<file path="src/rtl/riscv_pkg.sv">
// Shared RISC-V definitions: opcodes, load/store
// size codes and the memory-access FSM encoding.
package riscv_pkg;

  localparam int N = 32;

  localparam logic [6:0] OP_LOAD    = 7'b0000011;
  localparam logic [6:0] OP_STORE   = 7'b0100011;
  localparam logic [6:0] OP_BRANCH  = 7'b1100011;
  localparam logic [6:0] OP_JALR    = 7'b1100111;
  localparam logic [6:0] OP_JAL     = 7'b1101111;
  localparam logic [6:0] OP_REG_IMM = 7'b0010011;
  localparam logic [6:0] OP_REG_REG = 7'b0110011;

  localparam logic [2:0] F3_LB  = 3'b000;
  localparam logic [2:0] F3_LH  = 3'b001;
  localparam logic [2:0] F3_LW  = 3'b010;
  localparam logic [2:0] F3_LBU = 3'b100;
  localparam logic [2:0] F3_LHU = 3'b101;

  localparam logic [2:0] F3_SB = 3'b000;
  localparam logic [2:0] F3_SH = 3'b001;
  localparam logic [2:0] F3_SW = 3'b010;

  typedef enum logic [1:0] {
    IDLE    = 2'd0,
    REQ     = 2'd1,
    WAIT_RD = 2'd2
  } mem_state_t;

endpackage

</file>
<file path="src/rtl/mem_access_stage_if.sv">
// Request/grant/rvalid data-memory port.
// master = memory stage, slave = memory.
interface mem_access_stage_if;
  import riscv_pkg::*;

  logic         req;
  logic         we;
  logic [N-1:0] addr;
  logic [3:0]   be;
  logic [N-1:0] wdata;
  logic         gnt;
  logic         rvalid;
  logic [N-1:0] rdata;

  modport master (
    output req, we, addr, be, wdata,
    input  gnt, rvalid, rdata
  );

  modport slave (
    input  req, we, addr, be, wdata,
    output gnt, rvalid, rdata
  );

endinterface

</file>
<file path="src/rtl/load_extend.sv">
// Load lane selection and sign/zero extension.
// Purely combinational so a cache path can share it.
module load_extend
  import riscv_pkg::*;
(
  input  logic [N-1:0] rdata,
  input  logic [1:0]   a,
  input  logic [2:0]   funct3,
  output logic [N-1:0] data
);

  logic [7:0]  b;
  logic [15:0] h;

  always_comb begin
    b = rdata[7:0];
    case (a)
      2'd0:    b = rdata[7:0];
      2'd1:    b = rdata[15:8];
      2'd2:    b = rdata[23:16];
      default: b = rdata[31:24];
    endcase
    h = a[1] ? rdata[31:16] : rdata[15:0];
  end

  always_comb begin
    data = rdata;
    case (funct3)
      F3_LB:   data = {{24{b[7]}}, b};
      F3_LBU:  data = {24'd0, b};
      F3_LH:   data = {{16{h[15]}}, h};
      F3_LHU:  data = {16'd0, h};
      default: data = rdata;
    endcase
  end

endmodule

</file>
<file path="src/rtl/mem_access_stage.sv">
// Memory-access stage: issues loads/stores and
// holds a single registered write-back result.
module mem_access_stage
  import riscv_pkg::*;
(
  input  logic         clk,
  input  logic         rst_n,
  input  logic         ex_valid,
  output logic         ex_ready,
  input  logic [N-1:0] ex_alu_result,
  input  logic [N-1:0] ex_rs2_data,
  input  logic [6:0]   ex_opcode,
  input  logic [2:0]   ex_funct3,
  input  logic [4:0]   ex_rd,
  mem_access_stage_if.master dmem,
  output logic         wb_valid,
  input  logic         wb_ready,
  output logic         wb_we,
  output logic [4:0]   wb_rd,
  output logic [N-1:0] wb_data,
  output logic         misaligned_err
);

  localparam logic [1:0] S_IDLE = 2'(IDLE);
  localparam logic [1:0] S_REQ  = 2'(REQ);
  localparam logic [1:0] S_WAIT = 2'(WAIT_RD);

  logic [1:0]   state;
  logic [N-1:0] addr_q, wdata_q;
  logic [3:0]   be_q;
  logic         we_q;
  logic [1:0]   lane_q;
  logic [2:0]   f3_q;
  logic [4:0]   rd_q;
  logic         mis_q;

  logic         is_load, is_store, is_alu;
  logic         bad_f3, mis, accept;
  logic [1:0]   a;
  logic [3:0]   be_n;
  logic [N-1:0] wdata_n, ext_data;

  assign a = ex_alu_result[1:0];

  always_comb begin
    is_load  = 1'b0;
    is_store = 1'b0;
    is_alu   = 1'b0;
    case (ex_opcode)
      OP_LOAD:    is_load  = 1'b1;
      OP_STORE:   is_store = 1'b1;
      OP_REG_REG,
      OP_REG_IMM,
      OP_JAL,
      OP_JALR:    is_alu   = 1'b1;
      default:    ;
    endcase
  end

  always_comb begin
    bad_f3 = 1'b0;
    if (is_load)
      bad_f3 = !(ex_funct3 inside
        {F3_LB, F3_LH, F3_LW, F3_LBU, F3_LHU});
    else if (is_store)
      bad_f3 = !(ex_funct3 inside
        {F3_SB, F3_SH, F3_SW});
  end

  // funct3[1:0] encodes size for both loads and stores
  assign mis = (is_load || is_store) &&
               (bad_f3 ||
                (ex_funct3[1:0] == 2'b01 && a[0]) ||
                (ex_funct3[1:0] == 2'b10 && a != 2'd0));

  always_comb begin
    be_n    = 4'b1111;
    wdata_n = ex_rs2_data;
    unique case (1'b1)
      (ex_funct3 == F3_SB): begin
        be_n    = 4'b0001 << a;
        wdata_n = {4{ex_rs2_data[7:0]}};
      end
      (ex_funct3 == F3_SH): begin
        be_n    = a[1] ? 4'b1100 : 4'b0011;
        wdata_n = {2{ex_rs2_data[15:0]}};
      end
      default: ;
    endcase
  end

  assign ex_ready = (state == S_IDLE) &&
                    (!wb_valid || wb_ready);
  assign accept   = ex_valid && ex_ready;

  load_extend u_ext (
    .rdata  (dmem.rdata),
    .a      (lane_q),
    .funct3 (f3_q),
    .data   (ext_data)
  );

  always_ff @(posedge clk or negedge rst_n) begin
    if (!rst_n) begin
      state    <= S_IDLE;
      addr_q   <= '0;
      wdata_q  <= '0;
      be_q     <= '0;
      we_q     <= 1'b0;
      lane_q   <= '0;
      f3_q     <= '0;
      rd_q     <= '0;
      mis_q    <= 1'b0;
      wb_valid <= 1'b0;
      wb_we    <= 1'b0;
      wb_rd    <= '0;
      wb_data  <= '0;
    end else begin
      mis_q <= accept && mis;
      if (wb_valid && wb_ready)
        wb_valid <= 1'b0;
      case (state)
        S_IDLE: begin
          if (accept) begin
            if ((is_load || is_store) && !mis) begin
              addr_q  <= {ex_alu_result[N-1:2], 2'b00};
              wdata_q <= wdata_n;
              be_q    <= is_store ? be_n : 4'b0000;
              we_q    <= is_store;
              lane_q  <= a;
              f3_q    <= ex_funct3;
              rd_q    <= ex_rd;
              state   <= S_REQ;
            end else begin
              wb_valid <= 1'b1;
              wb_we    <= is_alu && (ex_rd != 5'd0);
              wb_rd    <= ex_rd;
              wb_data  <= is_alu ? ex_alu_result : '0;
            end
          end
        end
        S_REQ: begin
          if (dmem.gnt) begin
            if (we_q) begin
              wb_valid <= 1'b1;
              wb_we    <= 1'b0;
              wb_rd    <= rd_q;
              wb_data  <= '0;
              state    <= S_IDLE;
            end else begin
              state <= S_WAIT;
            end
          end
        end
        S_WAIT: begin
          if (dmem.rvalid) begin
            wb_valid <= 1'b1;
            wb_we    <= (rd_q != 5'd0);
            wb_rd    <= rd_q;
            wb_data  <= ext_data;
            state    <= S_IDLE;
          end
        end
        default: state <= S_IDLE;
      endcase
    end
  end

  assign dmem.req       = (state == S_REQ);
  assign dmem.we        = we_q;
  assign dmem.addr      = addr_q;
  assign dmem.be        = be_q;
  assign dmem.wdata     = wdata_q;
  assign misaligned_err = mis_q;

endmodule

</file>
<file path="src/flat_wrapper.sv">
// flat-port wrapper written by rule: the top's interface ports become plain ports
module mem_access_stage_flat import riscv_pkg::*;
  (clk, rst_n, ex_valid, ex_ready, ex_alu_result, ex_rs2_data, ex_opcode, ex_funct3, ex_rd, wb_valid, wb_ready, wb_we, wb_rd, wb_data, misaligned_err, dmem_req, dmem_we, dmem_addr, dmem_be, dmem_wdata, dmem_gnt, dmem_rvalid, dmem_rdata);
  mem_access_stage_if dmem_i ();
  input  logic clk;
  input  logic rst_n;
  input  logic ex_valid;
  output logic ex_ready;
  input  logic [N-1:0] ex_alu_result;
  input  logic [N-1:0] ex_rs2_data;
  input  logic [6:0] ex_opcode;
  input  logic [2:0] ex_funct3;
  input  logic [4:0] ex_rd;
  output logic wb_valid;
  input  logic wb_ready;
  output logic wb_we;
  output logic [4:0] wb_rd;
  output logic [N-1:0] wb_data;
  output logic misaligned_err;
  output wire logic [$bits(dmem_i.req)-1:0] dmem_req;
  output wire logic [$bits(dmem_i.we)-1:0] dmem_we;
  output wire logic [$bits(dmem_i.addr)-1:0] dmem_addr;
  output wire logic [$bits(dmem_i.be)-1:0] dmem_be;
  output wire logic [$bits(dmem_i.wdata)-1:0] dmem_wdata;
  input wire logic [$bits(dmem_i.gnt)-1:0] dmem_gnt;
  input wire logic [$bits(dmem_i.rvalid)-1:0] dmem_rvalid;
  input wire logic [$bits(dmem_i.rdata)-1:0] dmem_rdata;
  assign dmem_req = dmem_i.req;
  assign dmem_we = dmem_i.we;
  assign dmem_addr = dmem_i.addr;
  assign dmem_be = dmem_i.be;
  assign dmem_wdata = dmem_i.wdata;
  assign dmem_i.gnt = dmem_gnt;
  assign dmem_i.rvalid = dmem_rvalid;
  assign dmem_i.rdata = dmem_rdata;
  mem_access_stage u_core (.clk(clk), .rst_n(rst_n), .ex_valid(ex_valid), .ex_ready(ex_ready), .ex_alu_result(ex_alu_result), .ex_rs2_data(ex_rs2_data), .ex_opcode(ex_opcode), .ex_funct3(ex_funct3), .ex_rd(ex_rd), .dmem(dmem_i), .wb_valid(wb_valid), .wb_ready(wb_ready), .wb_we(wb_we), .wb_rd(wb_rd), .wb_data(wb_data), .misaligned_err(misaligned_err));
endmodule
</file>
<file path="config.mk">
export PLATFORM = sky130hd
export DESIGN_NAME = mem_access_stage_flat
export DESIGN_NICKNAME = d
export VERILOG_FILES = /design/src/rtl/riscv_pkg.sv /design/src/rtl/mem_access_stage_if.sv /design/src/rtl/load_extend.sv /design/src/rtl/mem_access_stage.sv /design/src/flat_wrapper.sv
export SDC_FILE = /design/constraint.sdc
export NUM_CORES = 1
export LEC_CHECK = 0
export ABC_AREA = 1
export BUFFER_PORTS_ARGS = -buffer_cell sky130_fd_sc_hd__buf_2
export CORE_MARGIN = 2
export CORE_UTILIZATION = 35
export CTS_CLUSTER_DIAMETER = 80
export DETAILED_ROUTE_END_ITERATION = 10
export SYNTH_ARGS = -nofsm -noshare
export SYNTH_HDL_FRONTEND = slang
export SYNTH_SLANG_ARGS = --single-unit
export TNS_END_PERCENT = 50
</file>
<file path="constraint.sdc">
create_clock -name clk -period 2.93 [get_ports clk]
set_input_delay 0.293 -clock clk [delete_from_list [all_inputs] [get_ports clk]]
set_output_delay 0.293 -clock clk [all_outputs]
set_load 0.02 [all_outputs]
</file>
== Yosys cells after proc, flatten, opt, wreduce, memory -nomap -nowiden ==
Cells that the tools add are included.
Word-level totals
  bits in writable memories: 0
  input port bits: 117
  memories kept: 0
  logic and storage cells: 114
  latch bits: 0
  register bits: 119
  ROM bits: 0
Cells by class
  equality and inequality tests: 25
  add/sub/neg operators: 0
  reduce and logical (&&, ||, !) cells: 31
  $mul: 0
  divide/modulo/power cells: 0
  shift-type cells: 1
  order comparisons: 0
  multiplexer cells: 44
  bitwise operators: 0
Operators by type and width (number)
  $mux 32: 6
  $pmux 32 s4: 1
  $pmux 32 s3: 1
  $pmux 32 s2: 1
  $mux 5: 5
  $pmux 8 s3: 1
  $mux 1: 16
  $mux 16: 1
  $pmux 5 s3: 1
  $reduce_bool 5->1: 3
  $eq 7x6->1 const B: 2
  $eq 7x7->1 const B: 2
  $eq 3x3->1 const B: 4
  $mux 2: 5
  $logic_and 1x1->1: 9
  $mux 4: 2
  $pmux 4 s2: 1
  $eq 7x2->1 const B: 1
  $eq 7x5->1 const B: 1
  $eq 2x1->1 const B: 3
  $eq 2x2->1 const B: 3
  $eq 3x1->1 const B: 2
  $logic_not 3->1: 2
  $ne 2x1->1 const B: 3
  14 further kinds: 25

== Depth between registers and ports, before layout ==
Gate-level depths: netlist (run 1).
  depth in word-level cells: 13
  gate-level depth with buffers: 13
  mapped depth without buffers: 11

== Hierarchy ==
Synthesis (run 1) repeated with hierarchy kept, for this count alone.
Unflattened totals
  cells, all modules: 1009
  area total of the unflattened synthesis: 6864.1 µm²
Modules (own cells, without submodules)
  mem_access_stage: cells each 817, area an instance 5968.2 µm², times used 1
  load_extend: cells each 192, area an instance 895.9 µm², times used 1

== Worst setup path before layout (run 1) ==
No wires, ideal clock.
  path kind: flip-flop to flip-flop
  from: register u_core.state[0]
  to: register u_core.wdata_q[11] (netlist: u_core.dmem.wdata[11])
  data arrival time: 1.827 ns
  buffers on the path: 2
  stages on the path, launching flop included: 12
  setup slack: 0.987 ns
  setup time: 0.117 ns
  path through: dfrtp_1 -> inv_1 -> ha_1 -> inv_1 -> nor2_2 -> nand2_1 -> nor3_2 -> nand2_1 -> buf_6 -> buf_2 -> o21ai_1 -> inv_2
On the way
  cells in the longest elaborated chain, start to end: 4
RTL lines
  start: declaration: RTL line mem_access_stage.sv:28  | logic [1:0] state;
  start signal: assignment: RTL line mem_access_stage.sv:105  | state <= S_IDLE;
  start signal: assignment: RTL line mem_access_stage.sv:133  | state <= S_REQ;
  start signal: assignment: RTL line mem_access_stage.sv:149  | state <= S_IDLE;
  $logic_not 2->1: RTL line mem_access_stage.sv:92  | assign ex_ready = (state == S_IDLE) &&
  $logic_and 1x1->1: RTL line mem_access_stage.sv:92
  net ex_ready: RTL line flat_wrapper.sv:8  | output logic ex_ready;
  $logic_and 1x1->1: RTL line mem_access_stage.sv:94  | assign accept = ex_valid && ex_ready;
  $reduce_and 3->1 (no line)
  end signal: assignment: RTL line mem_access_stage.sv:127  | wdata_q <= wdata_n;
  end: declaration: RTL line mem_access_stage.sv:29  | logic [N-1:0] addr_q, wdata_q;
The timed path passes the listed nets, and every way through them passes these cells.
A chain may end at the register's enable or synchronous reset.

== Worst setup path in the final report (run 1) ==
  from: register u_core.state[0]
  to: register u_core.addr_q[6] (netlist: u_core.dmem.addr[6])
On the way
  cells in the longest elaborated chain, start to end: 4
RTL lines
  $logic_not 2->1 (*): RTL line mem_access_stage.sv:92, mem_access_stage.sv:122
  $logic_and 1x1->1: RTL line mem_access_stage.sv:92
  $logic_and 1x1->1: RTL line mem_access_stage.sv:94
  $reduce_and 3->1 (no line) (*)
  end signal: assignment: RTL line mem_access_stage.sv:126  | addr_q <= {ex_alu_result[N-1:2], 2'b00};
  end: declaration: RTL line mem_access_stage.sv:29
Mark *: on every way between the ends. The rest lies on a longest branch, timed or not.

==> impl_metrics.tcl, run 1 <==
set metrics [dict create \
    status "finished clean" \
    p_seq_share_pct 32.6 \
    cp_max_fo 35 \
    p_sw_w 0.00258 \
    final_common_cell "nand2_1" \
    netSwitchingFraction_pct 39.5 \
    cts.clk_slew.worst_paths_ns 0.06 \
    avgRoutedWirePerCell_um 15.2 \
    use_met1_pct 26.9 \
    stdcell_count 1348 \
    clock-skew-final_ns 0.0113 \
    fin_total_pwr_w 0.00655 \
    synth_area_leaders "dfrtp_1, nand2_1, nand3_1" \
    drt_wl_total_mm 20.4 \
    die_area_um2 19400 \
    clk_latency_ns 0.42 \
    overflow 0 \
    worstMarginPinSlew_ns 0.803 \
    grt_pass1_wl_mm 32.6 \
    clock_sinks 119 \
    timing.setup.tns_ns 0 \
    synthesis.instances 897 \
    post-cts-setup-buffers 0 \
    layout_worst_path_cycle_share_pct 80.9 \
    htreeDepth 4 \
    hp-class "in2reg" \
    grt_use_met2_pct 35.2 \
    p_comb_share_pct 35.5 \
    portBuffers 225 \
    synth_area_leader_cell "dfrtp_1" \
    startpoint_type "flip-flop" \
    hold_slack_ns 0.0952 \
    die_w_um 139 \
    cts_max_path_buffers 2 \
    final_nets 1226 \
    synth_flop_cell "dfrtp_1" \
    post-synth-top-area-fraction_pct 46.4 \
    synth_edf_count 0 \
    grt_usage_pct 21.2 \
    leakage_nw 4.81 \
    row_count 49 \
    dp_cells 1314 \
    core_um2 18000 \
    gp_congestion 0.873 \
    cts_resized 0 \
    syn_avg_cell_area_um2 7.15 \
    die_y_um 139 \
    ys_seq_area_share_pct 46.4 \
    clkPwrFrac_pct 31.9 \
    dp_hpwl_mm 15.0 \
    drtAntennaViolNets 0 \
    grt_max_degree 51 \
    critical_path_class "reg2reg" \
    dr_total_vias 6448 \
    cp-end-kind "flip-flop" \
    slew_violations 0 \
    viasPerCell 4.78 \
    p_int_w 0.00396 \
    arrival_ns 2.72 \
    antenna_found_initial 3 \
    synth_area_um2 6420 \
    crit_chain "inv_1, ha_1, inv_1, nor2_2, nand2_1, nor3_2, nand2_4, inv_2, nand2_1, nand2_1" \
    ys_async_sr_fraction_pct 100 \
    first_pass_iters 5 \
    synth.ff_latch_count 119 \
    ir_drop_v 0.000458 \
    ys_warn_count 0 \
    cp_slowest_stage_delay_ns 0.53 \
    drive_gt1_share_pct 25.4 \
    cts_made_buffers 17 \
    drt_iter0_markers 309 \
    crit_required_ns 3.28 \
    seq_area_um2 2980 \
    busiest_layer "met2" \
    relSlewSlack_pct 46.4 \
    drv_cap 0 \
    path_buf_inv 3 \
    critPathTopFamily "simple AND/OR/NAND/NOR gates" \
    fillers 1920 \
    cts_tree "built" \
    fin_util_pct 46.0 \
    period_minus_slack_ns 2.37 \
    drt_drc_violations_left 0 \
    setup_viol_count_final 0 \
    multi_input_area_um2 2810 \
    rsz0062_at_grt "no" \
    hold_viol_final 0 \
    final_cell_mix "nand2_1, buf_2, dfrtp_1" \
    critical_path.most_common_cell "nand2_1" \
    area_growth_pct 28.8 \
    io-pin-count 228 \
    fmax_mhz 422 \
    use_met3_pct 6.57 \
    initial_core_util_pct 35.7 \
    cp_slowest_cell "inv_2" \
    grt_pass1_vias 6279 \
    cts-root-buf "clkbuf_16" \
    synth_cell_types 29 \
    powerDensity_nw_per_um2 792 \
]
-- metrics by stage --
stage / setup slack [ns] / cell area (µm²)
after floorplan: 0.987 / 6420
after global placement: 0.668 / 7670
after detailed placement: 0.557 / 7670
after CTS: 0.535 / 8260
after global routing: 0.314 / 8260
final: 0.560 / 8270
-- cell usage after synthesis (all sizes together) (2+ instances only) --
library cell / instances
dfrtp: 119
buf: 37
nand3b: 3
o22ai: 2
a21oi: 23
ha: 4
nand3: 101
inv: 95
o21ai: 95
o211ai: 7
nand4: 2
clkbuf: 14
nand2: 331
nor3: 7
nor2: 52
-- sequential cells by signal, summed over array words and instances (netlist names) --
| signal | flops |
|---|---|
| u_core.dmem.wdata | 32 |
| u_core.wb_data | 32 |
| u_core.dmem.addr | 30 |
| u_core.rd_q | 5 |
| u_core.wb_rd | 5 |
| u_core.dmem.be | 4 |
| u_core.f3_q | 3 |
| u_core.lane_q | 2 |
| u_core.state | 2 |
| u_core.dmem.we | 1 |
| u_core.misaligned_err | 1 |
| u_core.wb_valid | 1 |
| u_core.wb_we | 1 |
-- logic make-up after synthesis --
family                     count (synthesis)  share of synthesized area (%)
buffers and inverters                    147                           10.2
DFF                                      119                           46.4
adders and majority gates                  4                          0.780
and+or+nand+nor                          498                           32.2
other                                      1                         0.0584
AOI/OAI and AO/OA                        128                           10.4
-- power groups by stage --
stage / sequential [W] / clock (W) / combinational [W]
2_1_floorplan: 0.00247 / 0 / 0.00128
3_3_place_gp: 0.00215 / 0 / 0.00231
3_5_place_dp: 0.00215 / 0 / 0.00232
4_1_cts: 0.00213 / 0.00213 / 0.00233
5_1_grt: 0.00217 / 0.00221 / 0.00256
6_report: 0.00213 / 0.00209 / 0.00232
-- repair_timing --
| action | CTS | global route |
|---|---|---|
| endpoints found under the hold margin | 37 | 0 |
| endpoints found under the setup margin | 0 | 0 |
| hold buffers | 1 | 0 |
-- final cells by class --
cell class | count | share of cell area (%)
Sequential cell | 119 | 36.0
Multi-Input combinational cell | 632 | 34.0
Timing Repair Buffer | 239 | 15.1
Clock buffer | 22 | 5.50
Inverter | 96 | 4.36
Tap cell | 229 | 3.47
Clock inverter | 9 | 1.53
Antenna cell | 2 | 0.0606
-- final timing paths --
check / start / cells past startpoint / slack (ns) / end
min in group asynchronous: rst_n / 2 / 0.42 / u_core.dmem.addr[17]
hold reg to reg: u_core.wb_rd[0] / 2 / 0.46 / u_core.wb_rd[0]
hold / removal: ex_alu_result[20] / 3 / 0.1 / u_core.dmem.addr[20]
setup reg to reg: u_core.state[0] / 10 / 0.56 / u_core.dmem.addr[6]
setup / recovery: u_core.state[0] / 10 / 0.56 / u_core.dmem.addr[6]
max in group asynchronous: rst_n / 3 / 1.65 / u_core.dmem.addr[13]
-- per-layer routing --
layer | part of all wire [%] | routed length, µm | vias up
met2 | 47 | 9710 | 203
met3 | 7.1 | 1450 | 18
met1 | 44 | 9000 | 2977
met4 | 1.4 | 283 | 2
li1 | - | - | 3248
met5 | 0.054 | 11 | -
-- worst register-to-register path: cells and delay by family, from the launching register on --
kind	cells	cell delay (ns)
fa+ha+maj	1	0.29
buf+inv	3	0.72
flops	1	0.39
simple gates	6	0.90
Power figures use the tool's default switching activity.
==> inputs of run 2 (changes only) <==
==> constraint.sdc (replaced) <==
create_clock -name clk -period 2.2 [get_ports clk]
set_input_delay 0.22 -clock clk [delete_from_list [all_inputs] [get_ports clk]]
set_output_delay 0.22 -clock clk [all_outputs]
set_load 0.02 [all_outputs]
==> run 2 against run 1 <==
  * Sequential share of layout area is 0.52 points lower
  * Clock power is 25% higher
  * Total power is 33% higher
  * Utilization is 0.68 points higher
  * Final cell count is 0.45% higher
  * Largest cell class unchanged
  * Flip-flop and latch count stayed put
  * Combinational power is 42% higher
  * Largest power group unchanged
  * Die area stayed put
==> impl_metrics.tcl, run 2 (same netlist as run 1, synthesis figures left out) <==
set metrics [dict create \
    hp-class "in2reg" \
    final_common_cell "nand2_1" \
    final_nets 1235 \
    initial_core_util_pct 35.7 \
    hold_viol_final 0 \
    htreeDepth 4 \
    critical_path_class "reg2reg" \
    cts_resized 0 \
    avgRoutedWirePerCell_um 15.1 \
    ir_drop_v 0.000587 \
    status "finished clean" \
    cp_max_fo 33 \
    rr_startpoint "u_core.state[0]" \
    first_pass_iters 4 \
    seq_area_um2 2980 \
    layout_worst_path_cycle_share_pct 90.0 \
    post-cts-setup-buffers 0 \
    fin_util_pct 46.7 \
    overflow 0 \
    arrival_ns 2.27 \
    dp_hpwl_mm 15.4 \
    drt_iter0_markers 464 \
    clock-skew-final_ns 0.00994 \
    cp-startpoint "u_core.state[0]" \
    grt_pass1_wl_mm 32.0 \
    die_y_um 139 \
    crit_required_ns 2.49 \
    die_w_um 139 \
    cts_made_buffers 17 \
    grt_max_degree 47 \
    cts_max_path_buffers 2 \
    dr_total_vias 6511 \
    dp_cells 1323 \
    startpoint_type "flip-flop" \
    grt_pass1_vias 6165 \
    grt_usage_pct 20.8 \
    area_growth_pct 30.7 \
    rr_endpoint "u_core.lane_q[1]" \
    antenna_found_initial 4 \
    relSlewSlack_pct 63.9 \
    clk_latency_ns 0.41 \
    reg2reg_slack_ns 0.22 \
    die_area_um2 19400 \
    rsz0062_at_grt "no" \
    core_um2 18000 \
    leakage_nw 4.88 \
    gp_congestion 0.912 \
    period_minus_slack_ns 1.98 \
    drive_gt1_share_pct 26.0 \
    drt_drc_violations_left 0 \
    viasPerCell 4.81 \
    portBuffers 225 \
    final_cell_mix "nand2_1, buf_2, dfrtp_1" \
    drt_wl_total_mm 20.5 \
    r2r.worst_path.cells 10 \
    row_count 49 \
    worstMarginPinSlew_ns 0.541 \
    fmax_mhz 505 \
    cp-end-kind "flip-flop" \
    stdcell_count 1354 \
    cts_tree "built" \
    hold_depth 3 \
    drtAntennaViolNets 0 \
    cts.clk_slew.worst_paths_ns 0.05 \
    powerDensity_nw_per_um2 1040 \
    drv_cap 0 \
    io-pin-count 228 \
    cts-root-buf "clkbuf_16" \
    multi_input_area_um2 2810 \
    endpoint "u_core.lane_q[1]" \
    setup_viol_count_final 0 \
    slew_violations 0 \
    timing.setup.tns_ns 0 \
    fillers 1862 \
    clock_sinks 119 \
]
==> run 2: cell type report <==
type | count | area share, %
diodes | 2 | 0.0597
inverters | 96 | 4.30
clock inverters | 4 | 0.537
clock buffers | 24 | 5.98
well taps | 229 | 3.42
repair buffers | 248 | 16.7
multi-input cells | 632 | 33.5
flip-flops and latches | 119 | 35.5
==> run 2: stage by stage <==
step	area [µm²]	setup WS, ns	total power [W]	hold slack [ns]
3_3_place_gp	7830	0.284	0.00614	0.237
2_1_floorplan	6420	0.257	0.00500	-0.0756
3_5_place_dp	7830	0.219	0.00616	0.230
5_1_grt	8390	0.0203	0.00927	0.0191
6_report	8390	0.220	0.00874	0.0203
4_1_cts	8380	0.205	0.00882	0.00374
==> run 2: metal layers <==
metal | track usage [%] | wire length, µm
met2 | 33.4 | 9580
met5 | 0 | 11
met4 | 7.39 | 410
met1 | 26.8 | 8960
met3 | 6.02 | 1540
==> run 2: critical path, cell delays in order, from the launching register on <==
cell	delay [ns]
dfrtp_1	0.40
inv_1	0.10
ha_1	0.19
inv_1	0.06
nor2_2	0.10
nand2_1	0.11
nor3_2	0.19
nand2_4	0.23
buf_4	0.31
nand2_1	0.09
o21ai_0	0.07
==> run 2: worst min path at each step <==
stage	slack [ns]	startpoint	to
after global routing	0.02	ex_alu_result[24]	u_core.dmem.addr[24]
final	0.02	ex_alu_result[21]	u_core.dmem.addr[21]
after global placement	0.24	rst_n	u_core.dmem.addr[11]
after detailed placement	0.23	rst_n	u_core.dmem.addr[12]
after floorplan	-0.08	rst_n	u_core.dmem.addr[10]
after CTS	0.004	ex_alu_result[15]	u_core.dmem.addr[15]
==> run 2: power breakdown <==
part           switching, W  total, W  internal [W]
Combinational       0.00224   0.00330       0.00106
Sequential         0.000224   0.00282       0.00260
Clock              0.000942   0.00261       0.00167
Total               0.00341   0.00874       0.00533
==> run 2: what timing repair did <==
item / CTS / global route
hold endpoints to repair: 36 / 0
hold buffers: 1 / 0
setup endpoints to repair: 0 / 0
